--- config.mk ---
export PLATFORM = sky130hd
export DESIGN_NAME = cache_flush_ctrl
export DESIGN_NICKNAME = d
export VERILOG_FILES = /design/src/rtl/cache_flush_ctrl.sv
export SDC_FILE = /design/constraint.sdc
export NUM_CORES = 1
export LEC_CHECK = 0
export CAP_MARGIN = 10
export CORE_UTILIZATION = 48
export DETAILED_ROUTE_END_ITERATION = 8
export HOLD_SLACK_MARGIN = 0.1
export PLACE_DENSITY = 0.77
export SLEW_MARGIN = 15
export SYNTH_ARGS = -nofsm -noshare
export SYNTH_HDL_FRONTEND = slang
export SYNTH_SLANG_ARGS = --single-unit
--- constraint.sdc ---
create_clock -name clk -period 2 [get_ports clk]
set_input_delay 0.4 -clock clk [delete_from_list [all_inputs] [get_ports clk]]
set_output_delay 0.4 -clock clk [all_outputs]
set_load 0.1 [all_outputs]
--- src/rtl/cache_flush_ctrl.sv ---
// Cache flush controller: walks every (line, way) pair of one bank, issuing a
// flush request per pair, then waits for the writeback path to drain before
// reporting completion. Counts the dirty evictions the bank reports along the way.
module cache_flush_ctrl #(
    parameter int  LINES_PER_BANK = 64,
    parameter int  NUM_WAYS       = 4,
    localparam int LSB  = ($clog2(LINES_PER_BANK) > 1) ? $clog2(LINES_PER_BANK) : 1,
    localparam int CNTW = $clog2(LINES_PER_BANK * NUM_WAYS + 1)
) (
    input  logic                clk,
    input  logic                reset,
    input  logic                start_valid,
    output logic                start_ready,
    output logic                flush_valid,
    input  logic                flush_ready,
    output logic [LSB-1:0]      flush_line_sel,
    output logic [NUM_WAYS-1:0] flush_way_sel,
    input  logic                evict_valid,
    input  logic                wb_idle,
    output logic                done_valid,
    input  logic                done_ready,
    output logic                busy,
    output logic [CNTW-1:0]     evict_count
);

    typedef enum logic [1:0] {
        IDLE  = 2'd0,
        WALK  = 2'd1,
        DRAIN = 2'd2,
        DONE  = 2'd3
    } state_t;

    localparam logic [LSB-1:0]      LAST_LINE = LSB'(LINES_PER_BANK - 1);
    localparam logic [NUM_WAYS-1:0] WAY_FIRST = NUM_WAYS'(1);

    state_t              state_q, state_d;
    logic [LSB-1:0]      line_q, line_d;
    logic [NUM_WAYS-1:0] way_q, way_d;
    logic [CNTW-1:0]     evict_count_q, evict_count_d;
    logic                start_ready_q, start_ready_d;
    logic                flush_valid_q, flush_valid_d;
    logic                done_valid_q, done_valid_d;
    logic                busy_q, busy_d;
    logic                flush_hs;

    assign flush_hs = flush_valid_q & flush_ready;

    // Next-state, walk position, eviction count and registered outputs.
    always_comb begin
        // NOTE: every signal assigned here gets a default first so no path leaves it unassigned (no latch).
        state_d       = state_q;
        line_d        = line_q;
        way_d         = way_q;
        evict_count_d = evict_count_q;
        start_ready_d = start_ready_q;
        flush_valid_d = flush_valid_q;
        done_valid_d  = done_valid_q;
        busy_d        = busy_q;

        // Evictions only belong to the flush while it is walking or draining.
        if ((state_q == WALK || state_q == DRAIN) && evict_valid && (evict_count_q != '1)) begin
            evict_count_d = evict_count_q + CNTW'(1);
        end

        case (state_q)
            IDLE: begin
                if (start_valid) begin
                    state_d       = WALK;
                    line_d        = '0;
                    way_d         = WAY_FIRST;
                    evict_count_d = '0;
                    start_ready_d = 1'b0;
                    flush_valid_d = 1'b1;
                    busy_d        = 1'b1;
                end
            end
            WALK: begin
                if (flush_hs) begin
                    if (way_q[NUM_WAYS-1]) begin
                        way_d = WAY_FIRST;
                        if (line_q == LAST_LINE) begin
                            // Last pair accepted: wrap the line and stop requesting.
                            line_d        = '0;
                            state_d       = DRAIN;
                            flush_valid_d = 1'b0;
                        end else begin
                            line_d = line_q + LSB'(1);
                        end
                    end else begin
                        way_d = way_q << 1;
                    end
                end
            end
            DRAIN: begin
                if (wb_idle) begin
                    state_d      = DONE;
                    done_valid_d = 1'b1;
                end
            end
            DONE: begin
                if (done_ready) begin
                    state_d       = IDLE;
                    done_valid_d  = 1'b0;
                    start_ready_d = 1'b1;
                    busy_d        = 1'b0;
                end
            end
            default: begin
                state_d = IDLE;
            end
        endcase
    end

    // State and output registers with synchronous reset to an idle, empty walk.
    always_ff @(posedge clk) begin
        // NOTE: sequential state uses non-blocking assignments so all flops update together.
        if (reset) begin
            state_q       <= IDLE;
            line_q        <= '0;
            way_q         <= WAY_FIRST;
            evict_count_q <= '0;
            start_ready_q <= 1'b1;
            flush_valid_q <= 1'b0;
            done_valid_q  <= 1'b0;
            busy_q        <= 1'b0;
        end else begin
            state_q       <= state_d;
            line_q        <= line_d;
            way_q         <= way_d;
            evict_count_q <= evict_count_d;
            start_ready_q <= start_ready_d;
            flush_valid_q <= flush_valid_d;
            done_valid_q  <= done_valid_d;
            busy_q        <= busy_d;
        end
    end

    assign start_ready    = start_ready_q;
    assign flush_valid    = flush_valid_q;
    assign flush_line_sel = line_q;
    assign flush_way_sel  = way_q;
    assign done_valid     = done_valid_q;
    assign busy           = busy_q;
    assign evict_count    = evict_count_q;

endmodule

==> results of run 1 <==
## kinds of logic (layout without fill, tap and decap cells)
family,after synthesis,in the layout
simple gates,65,65
compound gates,32,32
flops,25,25
buf+inv,9,41
fa+ha+maj,7,7
xor+xnor,6,6
mux,6,6
## worst min-delay path by stage
| stage | from | endpoint | slack (ps) |
|---|---|---|---|
| 6_report | evict_count[8] | evict_count[8] | 490 |
| 3_5_place_dp | evict_count[8] | evict_count[8] | 470 |
| 3_3_place_gp | evict_count[1] | evict_count[1] | 460 |
| 2_1_floorplan | state_q[1] | state_q[1] | 480 |
| 4_1_cts | evict_count[8] | evict_count[8] | 490 |
| 5_1_grt | flush_line_sel[0] | flush_line_sel[0] | 520 |
## registers in the layout, summed over array words and instances, names as in the netlist
signal	cells
busy	1
state_q	2
flush_valid	1
start_ready	1
done_valid	1
evict_count	9
flush_line_sel	6
flush_way_sel	4
## cell type report
class	instances	share of cell area
clock buffer	3	0.0142
clock inverter	1	0.00473
inverter	4	0.00946
multi-input combinational	116	0.456
sequential	25	0.326
tap	30	0.0237
timing repair buffer	33	0.166
## per-layer routing
| layer | track usage | up-vias | share of wire | wire (um) |
|---|---|---|---|---|
| li1 | - | 588 | - | - |
| met1 | 0.250 | 532 | 0.46 | 1260 |
| met2 | 0.356 | 35 | 0.48 | 1310 |
| met3 | 0.0431 | 4 | 0.044 | 121 |
| met4 | 0.0965 | 0 | 0.013 | 36 |
| met5 | 0 | - | 0 | 0 |
## worst max-delay path: stages, from the launching register on
cell and delay (ps):
dfxtp_1 420, inv_1 80, ha_1 280, or2b_1 230, nor3b_1 290, a41oi_1 150, a311oi_1 280
## power groups by stage
stage,combinational [W],sequential [W],clock (W)
2_1_floorplan,0.000399,0.000925,0
3_3_place_gp,0.000903,0.000622,0
3_5_place_dp,0.000913,0.000628,0
4_1_cts,0.000916,0.000617,0.000245
5_1_grt,0.000983,0.000627,0.000253
6_report,0.000915,0.000616,0.000232
## cell usage after synthesis, types with 3 or more instances
library cell	instances	area [um2]
xnor2_1	4	35.0
nor2_1	16	60.1
mux2i_1	6	60.1
ha_1	7	87.6
nor3_1	4	20.0
nand2_1	15	56.3
dfxtp_1	25	500
and2_1	3	18.8
clkbuf_1	4	15.0
nand3_1	10	50.1
inv_1	4	15.0
o21ai_0	5	25.0
nand2b_1	6	37.5
a21oi_1	16	80.1
## stage by stage
step | instance area (um2) | power (W) | TNS, ps | utilization
final | 1590 | 0.00176 | 0 | 0.640
after global routing | 1590 | 0.00186 | 0 | 0.640
after global placement | 1560 | 0.00152 | 0 | 0.628
after detailed placement | 1560 | 0.00154 | 0 | 0.628
after CTS | 1590 | 0.00178 | 0 | 0.640
after floorplan | 1280 | 0.00132 | -15.3 | -
==> flow_summary_export.csv, run 1 <==
group,metric,value,unit
worst_setup_path,cp-start-kind,"flop",
cells_and_area,layout_commonest_cell,"buf_4",
power,p_int,0.000930,W
logic_synthesis,synth_area,1260,um2
logic_synthesis,yosys.area_share.simple,0.255,
worst_setup_path,r2r_end,"flush_line_sel[4]",
logic_synthesis,ys_seq_elements,25,
cells_and_area,fill_cells,219,
worst_setup_path,worstPathRequired,2220,ps
clocking,clk_latency,320,ps
place,dp_hpwl,2070,um
logic_synthesis,synth_edf_count,0,
die,die_y,53.2,um
routing,ant_nets,0,
cells_and_area,ff_latch_area,518,um2
power,netSwitchingFraction,0.472,
timing,period_needed,1830,ps
clocking,cts_buffer_depth,2,
place,gp_congestion,0.914,
timing,fmaxAchievable,547,MHz
power,p_seq_frac,0.349,
logic_synthesis,ys_types,34,
timing,tightest_slew,357,ps
routing,avgViaCountPerCell,5.47,
run,drv_cap,0,
die,initial_core_util,0.508,
logic_synthesis,synth_top_family_by_area,"simple AND/OR/NAND/NOR gates",
routing,drc,0,
global_route,grt_util_all_layers,0.210,
timing,finalSetupViolations,0,
global_route,grt_pass1_vias,1038,
timing,finalCritPeriodShare,0.914,
routing,drt_iter0_markers,20,
logic_synthesis,synthesis.nets,164,
routing,wl_per_cell,12.8,um
cells_and_area,area_growth,26.0,%
timing,hold_viol_final,0,
routing,firstDrtPassIters,4,
worst_setup_path,arrival,2050,ps
worst_setup_path,ff2ff_path_depth,6,
cells_and_area,diodes,0,
global_route,grt_pass1_wl,4390,um
cells_and_area,final_nets,197,
clocking,clockRootBuffer,"clkbuf_4",
timing,slew_viol_final,0,
worst_setup_path,setup.worst_path.end_class,"flop",
worst_setup_path,cp_max_fo,6,
die,ios,30,
timing,finalClockSkew,8.28,ps
clocking,cts-buffers-inserted,3,
clocking,cts_setup_buffers,0,
logic_synthesis,syn_inst,150,
logic_synthesis,synth_adder_area_share,0.0696,
logic_synthesis,avgSynthCellArea,8.39,um2
logic_synthesis,muxShareOfSynthArea,0.0477,
worst_setup_path,reg2reg_slack,170,ps
timing,whs,494,ps
place,port_buffers,29,
logic_synthesis,synthFlopType,"dfxtp_1",
power,ir_drop,0.755,mV
worst_setup_path,timing.rr.start,"state_q[0]",
cells_and_area,multi_input_area,723,um2
clocking,cts_hold_buf,0,
logic_synthesis,synth_compound_area_frac,0.160,
clocking,path_clk_slew,140,ps
worst_setup_path,crit_type,"reg -> reg",
timing,setup_ws,171,ps
power,p_leak,0.640,nW
power,p_switching,0.000832,W
die,coreArea,2480,um2
logic_synthesis,yosysSeqAreaShare,0.398,
hold_path,hold_path_depth,2,
power,p_per_area,1110,nW/um2
global_route,grt_max_degree,19,
die,std_cell_rows,18,
clocking,clkSinkCount,25,
cells_and_area,drive_gt1_frac,0.253,
power,clockPowerShare,0.132,
logic_synthesis,ys_async_sr_fraction,0,
logic_synthesis,yosys_warnings,0,
routing,routed-via-count,1159,
power,comb_power_share,0.519,
timing,rsz0062_at_grt,"no",
global_route,antenna_found_initial,0,
place,dpl.cell_count,208,
place,place_ws,44.7,ps
die,die_x,53.2,um
clocking,cts_tree,"yes",
worst_setup_path,crit_start,"state_q[0]",
timing,slew_headroom,0.762,
cells_and_area,final_cells,212,
cells_and_area,layout_common_cells,"27 x buf_4, 16 x nor2_1, 16 x a21oi_1",
logic_synthesis,synth_xor_area_frac,0.0417,
clocking,htree_levels,1,
clocking,ctsResizeCount,0,
outcome,status,"complete, no violations",
hold_path,worstHoldPathType,"reg -> reg",
routing,wl,2720,um
die,die_area,2830,um2
worst_setup_path,crit_path_end,"flush_line_sel[4]",
global_route,grt-ovfl-total,0,
Note: power is estimated with default switching activity, not from simulation.
==> run 2, diff against run 1 <==
Settings changed: HOLD_SLACK_MARGIN 0.1 to 0.02.
==> results of run 2 <==
Final layout, timing and power as in run 1 (identical DEF).
==> run 3, diff against run 2 <==
Settings changed: ABC_AREA from default to 1, PLACE_DENSITY 0.77 to 0.76.
==> run 3 against run 2 <==
Compared with the run above: worst setup slack got worse by 27 ps; synthesized cell count increased by 25%; die area increased by 0.56%; core utilization decreased by 0.61 points; worst hold slack got worse by 14 ps; cell count increased by 18%; clock power decreased by 3%; sequential power increased by 8.1%; power increased by 24%; critical path type unchanged; largest power group unchanged.
==> flow_summary_export.csv, run 3 <==
group,metric,value,unit
outcome,status,"complete, no violations",
timing,finalClockSkew,2.20,ps
die,die_x,53.4,um
logic_synthesis,yosysSeqAreaShare,0.395,
clocking,clkSinkCount,25,
cells_and_area,largest_reg_flops,9,
power,p_seq_frac,0.304,
routing,routed.top_layer,"met4",
routing,dr_wl_met2,1350,um
clocking,cts_hold_buf,0,
routing,wl,2810,um
power,clockPowerShare,0.102,
logic_synthesis,synth_edf_count,0,
cells_and_area,fill_cells,239,
clocking,ctsResizeCount,0,
die,coreArea,2480,um2
logic_synthesis,avgSynthCellArea,6.74,um2
logic_synthesis,syn_inst,188,
die,std_cell_rows,18,
timing,finalCritPeriodShare,0.928,
die,die_y,53.4,um
cells_and_area,stdcell_area,1570,um2
die,die_area,2850,um2
power,p_leak,0.717,nW
logic_synthesis,yosysMostFrequentCell,"nand2_1",
logic_synthesis,yosys-top-cells-area,"dfxtp_1 40%, nand2_1 15%, nor2_1 8.9%",
power,p_per_area,1390,nW/um2
timing,finalSetupViolations,0,
place,dpl.cell_count,246,
logic_synthesis,ys_types,21,
cells_and_area,diodes,0,
routing,ant_nets,0,
routing,wl_met3,165,um
routing,routed-via-count,1275,
place,place_area,1550,um2
routing,wl_met1,1280,um
worst_setup_path,slowest_stage,"dfxtp_2",
worst_setup_path,timing.rr.start,"evict_count[0]",
worst_setup_path,setup.worst_path.end_class,"flop",
place,dp_hpwl,2160,um
run,drv_cap,0,
routing,wl_per_cell,11.2,um
logic_synthesis,synth_area,1270,um2
logic_synthesis,yosys_warnings,0,
global_route,grt-ovfl-total,0,
timing,period_needed,1860,ps
clocking,path_clk_slew,130,ps
timing,fin_setup_tns,0,ps
routing,drc,0,
power,comb_power_share,0.594,
worst_setup_path,crit_chain,"ha_1 -> nand2_1 -> nor4_1 -> ha_1 -> nand3b_1 -> nor2_1 -> nand3_1 -> nand2_1 -> nand2_1 -> nor2_1",
global_route,grt_util_all_layers,0.214,
cells_and_area,final_cells,250,
place,gp_congestion,0.784,
power,p_switching,0.00120,W
worst_setup_path,cpLargestDelayFamily,"simple AND/OR/NAND/NOR gates",
worst_setup_path,reg2reg_slack,140,ps
logic_synthesis,synthesis.nets,202,
timing,rsz0062_at_grt,"no",
clocking,htree_levels,1,
cells_and_area,final_nets,235,
worst_setup_path,r2r_end,"evict_count[6]",
timing,tightest_slew,434,ps
worst_setup_path,cpPeakStageDelay,380,ps
routing,drt_iter0_markers,27,
timing,fmaxAchievable,539,MHz
cells_and_area,drive_gt1_frac,0.186,
clocking,cts-buffers-inserted,3,
routing,avgViaCountPerCell,5.10,
global_route,grt_pass1_vias,1118,
routing,firstDrtPassIters,4,
clocking,clk_latency,310,ps
cells_and_area,area_growth,24.1,%
worst_setup_path,crit_start,"evict_count[0]",
die,initial_core_util,0.511,
worst_setup_path,cp_max_fo,5,
worst_setup_path,worstPathRequired,2220,ps
hold_path,hp-start,"busy",
cells_and_area,fin_util,0.634,
cells_and_area,layout_commonest_cell,"nand2_1",
power,p_int,0.000989,W
logic_synthesis,yosysTopAreaCellShare,0.395,
power,finalPower,0.00219,W
hold_path,holdPathEnd,"busy",
power,ir_drop,1.11,mV
worst_setup_path,arrival,2080,ps
logic_synthesis,ys_seq_elements,25,
clocking,clockRootBuffer,"clkbuf_4",
global_route,grt_max_degree,14,
worst_setup_path,ff2ff_path_depth,10,
global_route,grt_pass1_wl,4530,um
worst_setup_path,crit_buf_inv,0,
logic_synthesis,synthFlopType,"dfxtp_1",
logic_synthesis,synthTopCellsByCount,"49 x nand2_1, 30 x nor2_1, 25 x dfxtp_1, 25 x inv_1, 14 x a21oi_1",
timing,slew_headroom,0.710,
die,ios,30,
worst_setup_path,crit_type,"reg -> reg",
hold_path,worstHoldPathType,"reg -> reg",
worst_setup_path,crit_path_frequent_cell,"nand2_1",
hold_path,hold_path_depth,2,
logic_synthesis,synth_top_cell_by_area,"dfxtp_1",
cells_and_area,layout_common_cells,"49 x nand2_1, 30 x nor2_1, 25 x inv_1",
logic_synthesis,ys_async_sr_fraction,0,
clocking,cts_buffer_depth,2,
place,port_buffers,29,
timing,slew_viol_final,0,
timing,hold_viol_final,0,
clocking,cts_setup_buffers,0,
worst_setup_path,cp-start-kind,"flop",
worst_setup_path,crit_cells,10,
power,netSwitchingFraction,0.549,
clocking,cts_tree,"yes",
global_route,antenna_found_initial,0,
==> run 3: cells by family (layout without fill, tap and decap cells) <==
family | after synthesis | in the layout | share of synthesized area
AO/OA/AOI/OAI | 26 | 26 | 0.109
XOR/XNOR | 3 | 3 | 0.0208
adder cells (fa/ha/maj) | 7 | 7 | 0.0692
buffers and inverters | 28 | 60 | 0.0860
flip-flops | 25 | 25 | 0.395
AND/OR/NAND/NOR | 99 | 99 | 0.320
==> run 3: how the worst max path moves through the flow <==
stage	to	slack [ps]
after floorplan	evict_count[6]	-20
after global placement	evict_count[2]	240
after detailed placement	evict_count[2]	230
after CTS	evict_count[6]	230
after global routing	evict_count[6]	70
final	evict_count[6]	140
==> run 3: through the flow <==
stage / setup WS (ps) / hold WS, ps
2_1_floorplan: -15.5 / 462
4_1_cts: 234 / 478
3_5_place_dp: 234 / 457
5_1_grt: 66.0 / 487
6_report: 144 / 480
3_3_place_gp: 243 / 453
==> run 3: worst reg2reg max path: stages, from the launching register on <==
cell and delay (ps):
dfxtp_2 380, ha_1 190, nand2_1 70, nor4_1 310, ha_1 260, nand3b_1 210
nor2_1 100, nand3_1 100, nand2_1 60, nand2_1 50, nor2_1 40
==> run 3: metal layers <==
layer  GRT usage  vias up
met3      0.0259        2
li1            -      660
met2       0.394       39
met1       0.254      574
met4      0.0614        0
met5           0        -
==> run 3: area by class of cell <==
class	instances	area, um2	share of cell area
Multi-Input combinational cell	135	657	0.418
Sequential cell	25	513	0.326
Timing Repair Buffer	30	240	0.153
Inverter	26	97.6	0.0621
Tap cell	30	37.5	0.0239
Clock buffer	4	26.3	0.0167
==> run 3: power groups by stage <==
stage / clock, W / sequential (W) / combinational [W]
after floorplan: 0 / 0.00122 / 0.000496
after global placement: 0 / 0.000673 / 0.00128
after global routing: 0.000249 / 0.000678 / 0.00141
after CTS: 0.000236 / 0.000667 / 0.00130
after detailed placement: 0 / 0.000677 / 0.00130
final: 0.000224 / 0.000666 / 0.00130
